--- src/rtl/decoder_scan_ctrl.sv ---
// Scan controller for the 4-to-16 one-hot decoder stage: walks the select
// index with a programmable dwell, in single, continuous or manual-step mode.
module decoder_scan_ctrl #(
   parameter int unsigned SEL_W   = 4,
   parameter int unsigned DWELL_W = 8
) (
   input  logic               clk,
   input  logic               rst,
   input  logic               start,
   input  logic               stop,
   input  logic               cont,
   input  logic               step_mode,
   input  logic               step,
   input  logic               load,
   input  logic [SEL_W-1:0]   load_sel,
   input  logic [DWELL_W-1:0] dwell,
   output logic [SEL_W-1:0]   sel,
   output logic               en,
   output logic               busy,
   output logic               sweep_done
);

   localparam logic [SEL_W-1:0] SEL_LAST = '1;

   typedef enum logic {IDLE, DRIVE} state_t;

   state_t             state, state_nx;
   logic [SEL_W-1:0]   sel_nx;
   logic               en_nx, busy_nx, done_nx;
   logic [DWELL_W-1:0] cnt, cnt_nx;
   logic [DWELL_W-1:0] dwell_q, dwell_nx;
   logic               cont_q, cont_nx;
   logic               step_q, step_nx;
   logic [DWELL_W-1:0] cnt_last;
   logic               advance;

   // A dwell of zero behaves like one cycle per index.
   assign cnt_last = (dwell_q == '0) ? '0 : dwell_q - DWELL_W'(1);
   assign advance  = step_q ? step : (cnt == cnt_last);

   always_ff @(posedge clk) begin
      if (rst) begin
         state      <= IDLE;
         sel        <= '0;
         en         <= 1'b0;
         busy       <= 1'b0;
         sweep_done <= 1'b0;
         cnt        <= '0;
         dwell_q    <= '0;
         cont_q     <= 1'b0;
         step_q     <= 1'b0;
      end else begin
         state      <= state_nx;
         sel        <= sel_nx;
         en         <= en_nx;
         busy       <= busy_nx;
         sweep_done <= done_nx;
         cnt        <= cnt_nx;
         dwell_q    <= dwell_nx;
         cont_q     <= cont_nx;
         step_q     <= step_nx;
      end
   end

   always_comb begin
      state_nx = state;
      sel_nx   = sel;
      en_nx    = 1'b0;
      busy_nx  = 1'b0;
      done_nx  = 1'b0;
      cnt_nx   = cnt;
      dwell_nx = dwell_q;
      cont_nx  = cont_q;
      step_nx  = step_q;

      case (state)
         IDLE: begin
            if (load)
               sel_nx = load_sel;
            // stop beats a coincident start
            if (start && !stop) begin
               state_nx = DRIVE;
               en_nx    = 1'b1;
               busy_nx  = 1'b1;
               cnt_nx   = '0;
               dwell_nx = dwell;
               cont_nx  = cont;
               step_nx  = step_mode;
            end
         end

         DRIVE: begin
            en_nx   = 1'b1;
            busy_nx = 1'b1;
            if (stop) begin
               state_nx = IDLE;
               en_nx    = 1'b0;
               busy_nx  = 1'b0;
               cnt_nx   = '0;
            end else if (advance) begin
               cnt_nx = '0;
               if (sel == SEL_LAST) begin
                  done_nx = 1'b1;
                  if (cont_q) begin
                     sel_nx = '0;
                  end else begin
                     state_nx = IDLE;
                     en_nx    = 1'b0;
                     busy_nx  = 1'b0;
                  end
               end else begin
                  sel_nx = sel + SEL_W'(1);
               end
            end else if (!step_q) begin
               cnt_nx = cnt + DWELL_W'(1);
            end
         end

         default: state_nx = IDLE;
      endcase
   end

endmodule
--- config.mk ---
export PLATFORM = sky130hd
export DESIGN_NAME = decoder_scan_ctrl
export DESIGN_NICKNAME = d
export VERILOG_FILES = /design/src/rtl/decoder_scan_ctrl.sv
export SDC_FILE = /design/constraint.sdc
export NUM_CORES = 1
export LEC_CHECK = 0
export CORE_MARGIN = 2
export CORE_UTILIZATION = 55
export DETAILED_ROUTE_END_ITERATION = 8
export GPL_TIMING_DRIVEN = 0
export PLACE_DENSITY = 0.93
export SLEW_MARGIN = 20
export SYNTH_ARGS = -nofsm -noshare
export SYNTH_HDL_FRONTEND = slang
export SYNTH_SLANG_ARGS = --single-unit
--- constraint.sdc ---
create_clock -name clk -period 4.7 [get_ports clk]
set_input_delay 0.47 -clock clk [delete_from_list [all_inputs] [get_ports clk]]
set_output_delay 0.47 -clock clk [all_outputs]
set_load 0.01 [all_outputs]
==> run_results.csv, run 1 <==
group,metric,value,unit
critical_path,end_kind,"register",
critical_path,critPathMaxFanout,9,
place,portBuffers,26,
place,gp_congestion,0.8255,
layout,fin_nets,253,
cts,clockBufferDepth,2,
cts,cts_setup_buffers,0,
cts,cts_buffers,3,
floorplanning,ios,27,
timing,slew-limit-headroom,0.5039,
layout,synthToLayoutAreaGrowth,22.55,%
global_routing,grt_pass1_wl,5865,um
synthesis,synth.distinct_cells,54,
floorplanning,die_w,57.24,um
layout,final_cell_mix,"nand2_1, clkdlybuf4s50_1, dfxtp_1",
timing,setup_tns,0,ns
timing,fmaxAchievable,297.2,MHz
layout,drive_gt1_frac,0.08734,
timing,fin_skew,0.005422,ns
critical_path,crit_required,4.91,ns
synthesis,synth_seq_area_share,0.3082,
power,max-vdd-ir-drop,0.0002475,V
synthesis,ys.flop_type,"dfxtp_1",
timing,final_hold_viol_count,0,
timing,layout_min_cycle_time,3.364,ns
synthesis,syn_area,0.001559,mm^2
drt,finalWirelength,3486,um
drt,drc,0,
synthesis,synth_warnings,0,
floorplanning,core-area,0.002734,mm^2
floorplanning,dieArea,0.003276,mm^2
outcome,status,"completed",
cts,clk_latency,0.33,ns
drt,initialDrtViolationCount,65,
layout,final_common_cell,"nand2_1",
drt,wl_per_cell,13.41,um
cts,clkTransAtPathRegs,0.13,ns
synthesis,synthArstFlopShare,0,
cts,cts-resized-gates,0,
global_routing,grt_antenna_before_repair,0,
layout,final_cell_area,0.001911,mm^2
cts,cts_tree,"done",
power,power_leakage,0.0007116,uW
synthesis,ys_ff_latch,24,
timing,slew_violations,0,
global_routing,overflow,0,
layout,postLayoutCoreUtil,0.6989,
drt,postRouteAntennaNets,0,
drt,vias,1560,
synthesis,synth_edf_count,0,
synthesis,postSynthAreaPerCell,7.834,um^2
floorplanning,start_util,0.5703,
floorplanning,rows,19,
layout,n_antenna_cell,0,
timing,setup_viol,0,
critical_path,crit_arrival,3.58,ns
global_routing,grt_usage,0.2255,
critical_path,worstSetupPathType,"reg -> reg",
cts,cts.sinks,24,
global_routing,first_global_vias,1445,
synthesis,synth_fp_nets,222,
drt,vias_per_cell,6.000,
timing,worst_slew_pin_slew,0.7338,ns
floorplanning,die_h,57.24,um
cts,cts-root-buf,"clkbuf_4",
synthesis,netlist_instances,199,
layout,nFillCells,227,
cts,h-tree-depth,1,
worst_hold_path,hold_path.class,"reg -> reg",
place,place_area,0.001858,mm^2
job,maxCapViolCount,0,
timing,timing.final.crit_share,0.7158,
place,hpwlAfterDp,2665,um
critical_path,worstSetupStartpointType,"register",
cts,ctsHoldBuffers,0,
drt,first_pass_iters,4,
power,power_density,260.7,mW/mm^2
timing,grt_setup_unrepaired,"false",
global_routing,grt_max_degree,15,
[stage by stage]
step                      worst slack (ns)  power [uW]  hold WS [ns]  cells
after floorplan                      1.832       307.5        0.4504    199
after global placement               1.482       345.9        0.4727    256
after detailed placement             1.390       349.5        0.4906    256
after CTS                            1.344       500.8        0.5090    260
after global routing                0.8962       520.6        0.5486    260
final                                1.336       498.1        0.5090    260
[per-layer routing]
layer	GRT usage	vias to the layer above	routed length, um
met5	0	-	0
met3	0.03175	8	109
met1	0.2762	726	1584
met4	0.1063	0	59
li1	-	794	-
met2	0.3892	32	1732
[sequential cells by signal, indices dropped and copies added (netlist names)]
signal      cells
sweep_done      1
step_q          1
cont_q          1
state           1
sel             4
dwell_q         8
cnt             8
[Yosys cell counts (all sizes together), types with 2 or more instances]
cell type  number  share of area
a21o            5          0.024
a21oi          19          0.061
a221oi          2          0.011
a2bb2oi         2          0.011
a311o           2          0.019
and2            2         0.0088
and3            2         0.0080
buf             4          0.020
clkbuf          4         0.0096
dfxtp          24           0.31
ha              3          0.024
inv             7          0.017
nand2          32          0.077
nand3          11          0.035
nand4           2         0.0080
nor2            8          0.019
nor2b           3          0.012
nor3            8          0.026
nor3b           4          0.019
nor4            2          0.012
nor4b           3          0.017
o21ai          13          0.042
o31ai           3          0.014
o32ai           2          0.023
or2b            3          0.015
or3             3          0.013
or4             3          0.018
xnor2           2          0.011
xor2            7          0.039
[cell type report]
| type | count | area, um^2 | area share |
|---|---|---|---|
| repair buffers | 26 | 260.3 | 0.1362 |
| clock inverters | 1 | 30.03 | 0.01572 |
| inverters | 7 | 26.28 | 0.01375 |
| well taps | 31 | 38.79 | 0.02030 |
| plain buffers | 8 | 46.29 | 0.02423 |
| clock buffers | 3 | 22.52 | 0.01179 |
| multi-input cells | 160 | 1006 | 0.5265 |
| flip-flops and latches | 24 | 480.5 | 0.2515 |
[worst max-delay path: stages (launching register included)]
cell	delay, ns
dfxtp_1	0.33
buf_6	0.13
inv_1	0.07
ha_1	0.28
nor3b_1	0.38
xor2_1	0.14
or4b_2	0.62
a311oi_1	0.54
nand4_1	0.33
a221oi_1	0.34
nor3_1	0.08
[path summary, 6_finish.rpt]
kind         startpoint     end  slack (ns)  depth (start not counted)
min reg2reg      cont_q  cont_q        0.51                          2
min              cont_q  cont_q        0.51                          2
max reg2reg  dwell_q[0]  sel[1]        1.34                         10
max          dwell_q[0]  sel[1]        1.34                         10
[kinds of logic after synthesis]
group                      Yosys count  synth area share
adders and majority gates            3           0.02408
DFF                                 24            0.3082
xor gates and xnor gates             9           0.05056
buffers and inverters               15           0.04654
and+or+nand+nor                     92            0.3194
AOI/OAI and AO/OA                   56            0.2512
[power breakdown]
part | internal (uW) | switching (uW)
registers | 211 | 11.4
logic | 62.7 | 61.1
clock network | 86.4 | 65.4
No activity file was read; power rests on OpenSTA's default activity.
==> inputs of run 2 (changes only) <==
CORE_UTILIZATION = 52   (was 55)
PLACE_DENSITY = 0.89   (was 0.93)
clock period = 3.42 ns   (was 4.7 ns; I/O delays follow)
==> run 2 against run 1 <==
Effect of this change: utilization down 2.1 points; wire length down 0.77%; via count up 0.26%; setup slack worse by 1.1 ns; maximum frequency up 5.7%; cell count unchanged; critical path depth unchanged; sequential share of layout area up 0.13 points.
==> run_results.csv, run 2 (synthesis gave the netlist of run 1 again) <==
group,metric,value,unit
timing,setup_viol,0,
layout,nFillCells,252,
place,post-place-ws,0.09699,ns
timing,grt_setup_unrepaired,"false",
power,p_int,442.8,uW
floorplanning,dieArea,0.003452,mm^2
layout,final_common_cell,"nand2_1",
power,seqPwrFrac,0.487,
layout,postLayoutCoreUtil,0.6775,
place,portBuffers,26,
layout,final_cell_mix,"nand2_1, clkdlybuf4s50_1, dfxtp_1",
critical_path,worstSetupStartpointType,"register",
worst_hold_path,min_path_cells,2,
power,swShare,0.2956,
drt,drc,0,
timing,fmaxAchievable,314.2,MHz
outcome,status,"completed",
worst_hold_path,hold_path.class,"reg -> reg",
floorplanning,start_util,0.5558,
place,hpwlAfterDp,2657,um
critical_path,crit_required,3.62,ns
drt,postRouteAntennaNets,0,
cts,cts_buffers,3,
floorplanning,ios,27,
global_routing,grt_max_degree,14,
critical_path,crit_slowest_cell,"or4b_2",
cts,cts-resized-gates,0,
power,power_leakage,0.0007060,uW
layout,drive_gt1_frac,0.09170,
floorplanning,rows,19,
cts,ctsHoldBuffers,0,
global_routing,first_global_vias,1420,
layout,seqCellArea,480.5,um^2
layout,n_antenna_cell,0,
timing,fin_skew,0.0008655,ns
cts,cts.sinks,24,
timing,layout_min_cycle_time,3.183,ns
global_routing,grt_pass1_wl,5934,um
cts,clk_latency,0.32,ns
cts,cts_setup_buffers,0,
drt,initialDrtViolationCount,93,
job,maxCapViolCount,0,
critical_path,critPathMaxFanout,9,
layout,reg.largest.list,"cnt: 8 flops, dwell_q: 8 flops, sel: 4 flops",
global_routing,grt_antenna_before_repair,0,
layout,multi_input_area,0.001012,mm^2
power,max-vdd-ir-drop,0.0003230,V
place,gp_congestion,0.8274,
timing,setup_ws,0.2368,ns
drt,first_pass_iters,4,
timing,hold-worst-slack,0.5072,ns
critical_path,r2r_cells,10,
cts,clockBufferDepth,2,
timing,timing.final.crit_share,0.9308,
drt,finalWirelength,3459,um
floorplanning,die_h,58.76,um
power,pwr-share-comb,0.274,
cts,cts_tree,"done",
power,power_density,330.8,mW/mm^2
floorplanning,die_w,58.76,um
layout,fin_nets,253,
drt,wl_per_cell,13.30,um
global_routing,overflow,0,
timing,slew_violations,0,
cts,h-tree-depth,1,
critical_path,crit_arrival,3.39,ns
critical_path,worstSetupPathType,"reg -> reg",
timing,slew-limit-headroom,0.4766,
critical_path,crit_chain,"buf_6, inv_1, ha_1, nor3b_1, xor2_1, or4b_2, a311oi_2, nand4_1, a221oi_1, nor3_1",
global_routing,grt_usage,0.2189,
drt,vias_per_cell,6.015,
floorplanning,core-area,0.002805,mm^2
power,p_clk_frac,0.239,
power,switchingPower,185.9,uW
timing,final_hold_viol_count,0,
critical_path,end_kind,"register",
timing,worst_slew_pin_slew,0.7742,ns
cts,clkTransAtPathRegs,0.13,ns
timing,setup_tns,0,ns
drt,vias,1564,
critical_path,critPathMaxStageDelay,0.64,ns
cts,cts-root-buf,"clkbuf_4",
layout,synthToLayoutAreaGrowth,21.91,%
## run 2: cell count changes in the layout (fill, tap and decap cells not counted), sizes merged
cell	change
bufinv	-1
clkbuf	+1
## run 2: power by group through the flow
stage	registers [uW]	logic, uW	clock network, uW
after global routing	308	191	163
after floorplan	310	112	0
after global placement	312	165	0
after CTS	306	169	154
after detailed placement	312	168	0
final	306	172	150
## run 2: layout make-up
| type | instances | area share |
|---|---|---|
| Multi-Input combinational cell | 160 | 0.5326 |
| Sequential cell | 24 | 0.2528 |
| Timing Repair Buffer | 26 | 0.1369 |
| Buffer | 8 | 0.02436 |
| Tap cell | 31 | 0.02041 |
| Clock buffer | 4 | 0.01909 |
| Inverter | 7 | 0.01382 |
## run 2: worst paths after layout
kind                                 start     end  slack (ns)
worst max register to register  dwell_q[0]  sel[1]        0.24
worst min-delay path                cont_q  cont_q        0.51
worst max-delay path            dwell_q[0]  sel[1]        0.24
worst min register to register      cont_q  cont_q        0.51
## run 2: routing by layer
layer | part of all wire | up-vias | global-route usage
met5 | 0 | - | 0
met1 | 0.46 | 733 | 0.2727
met2 | 0.49 | 36 | 0.3857
met3 | 0.038 | 5 | 0.02637
met4 | 0.015 | 0 | 0.07792
li1 | - | 790 | -
## run 2: per-stage QoR
stage          power, uW  cell area (um^2)  std cells
2_1_floorplan      422.6              1559        199
3_3_place_gp       476.2              1858        256
3_5_place_dp       480.6              1858        256
4_1_cts            628.8              1894        260
5_1_grt            662.5              1901        260
6_report           628.7              1901        260
## run 2: worst max-delay path: cells and delay by family (launching register included)
family          cells  cell delay (ns)
compound gates      2             0.74
xor+xnor            1             0.13
fa+ha+maj           1             0.29
buf+inv             2             0.20
flops               1             0.33
simple gates        4             1.37
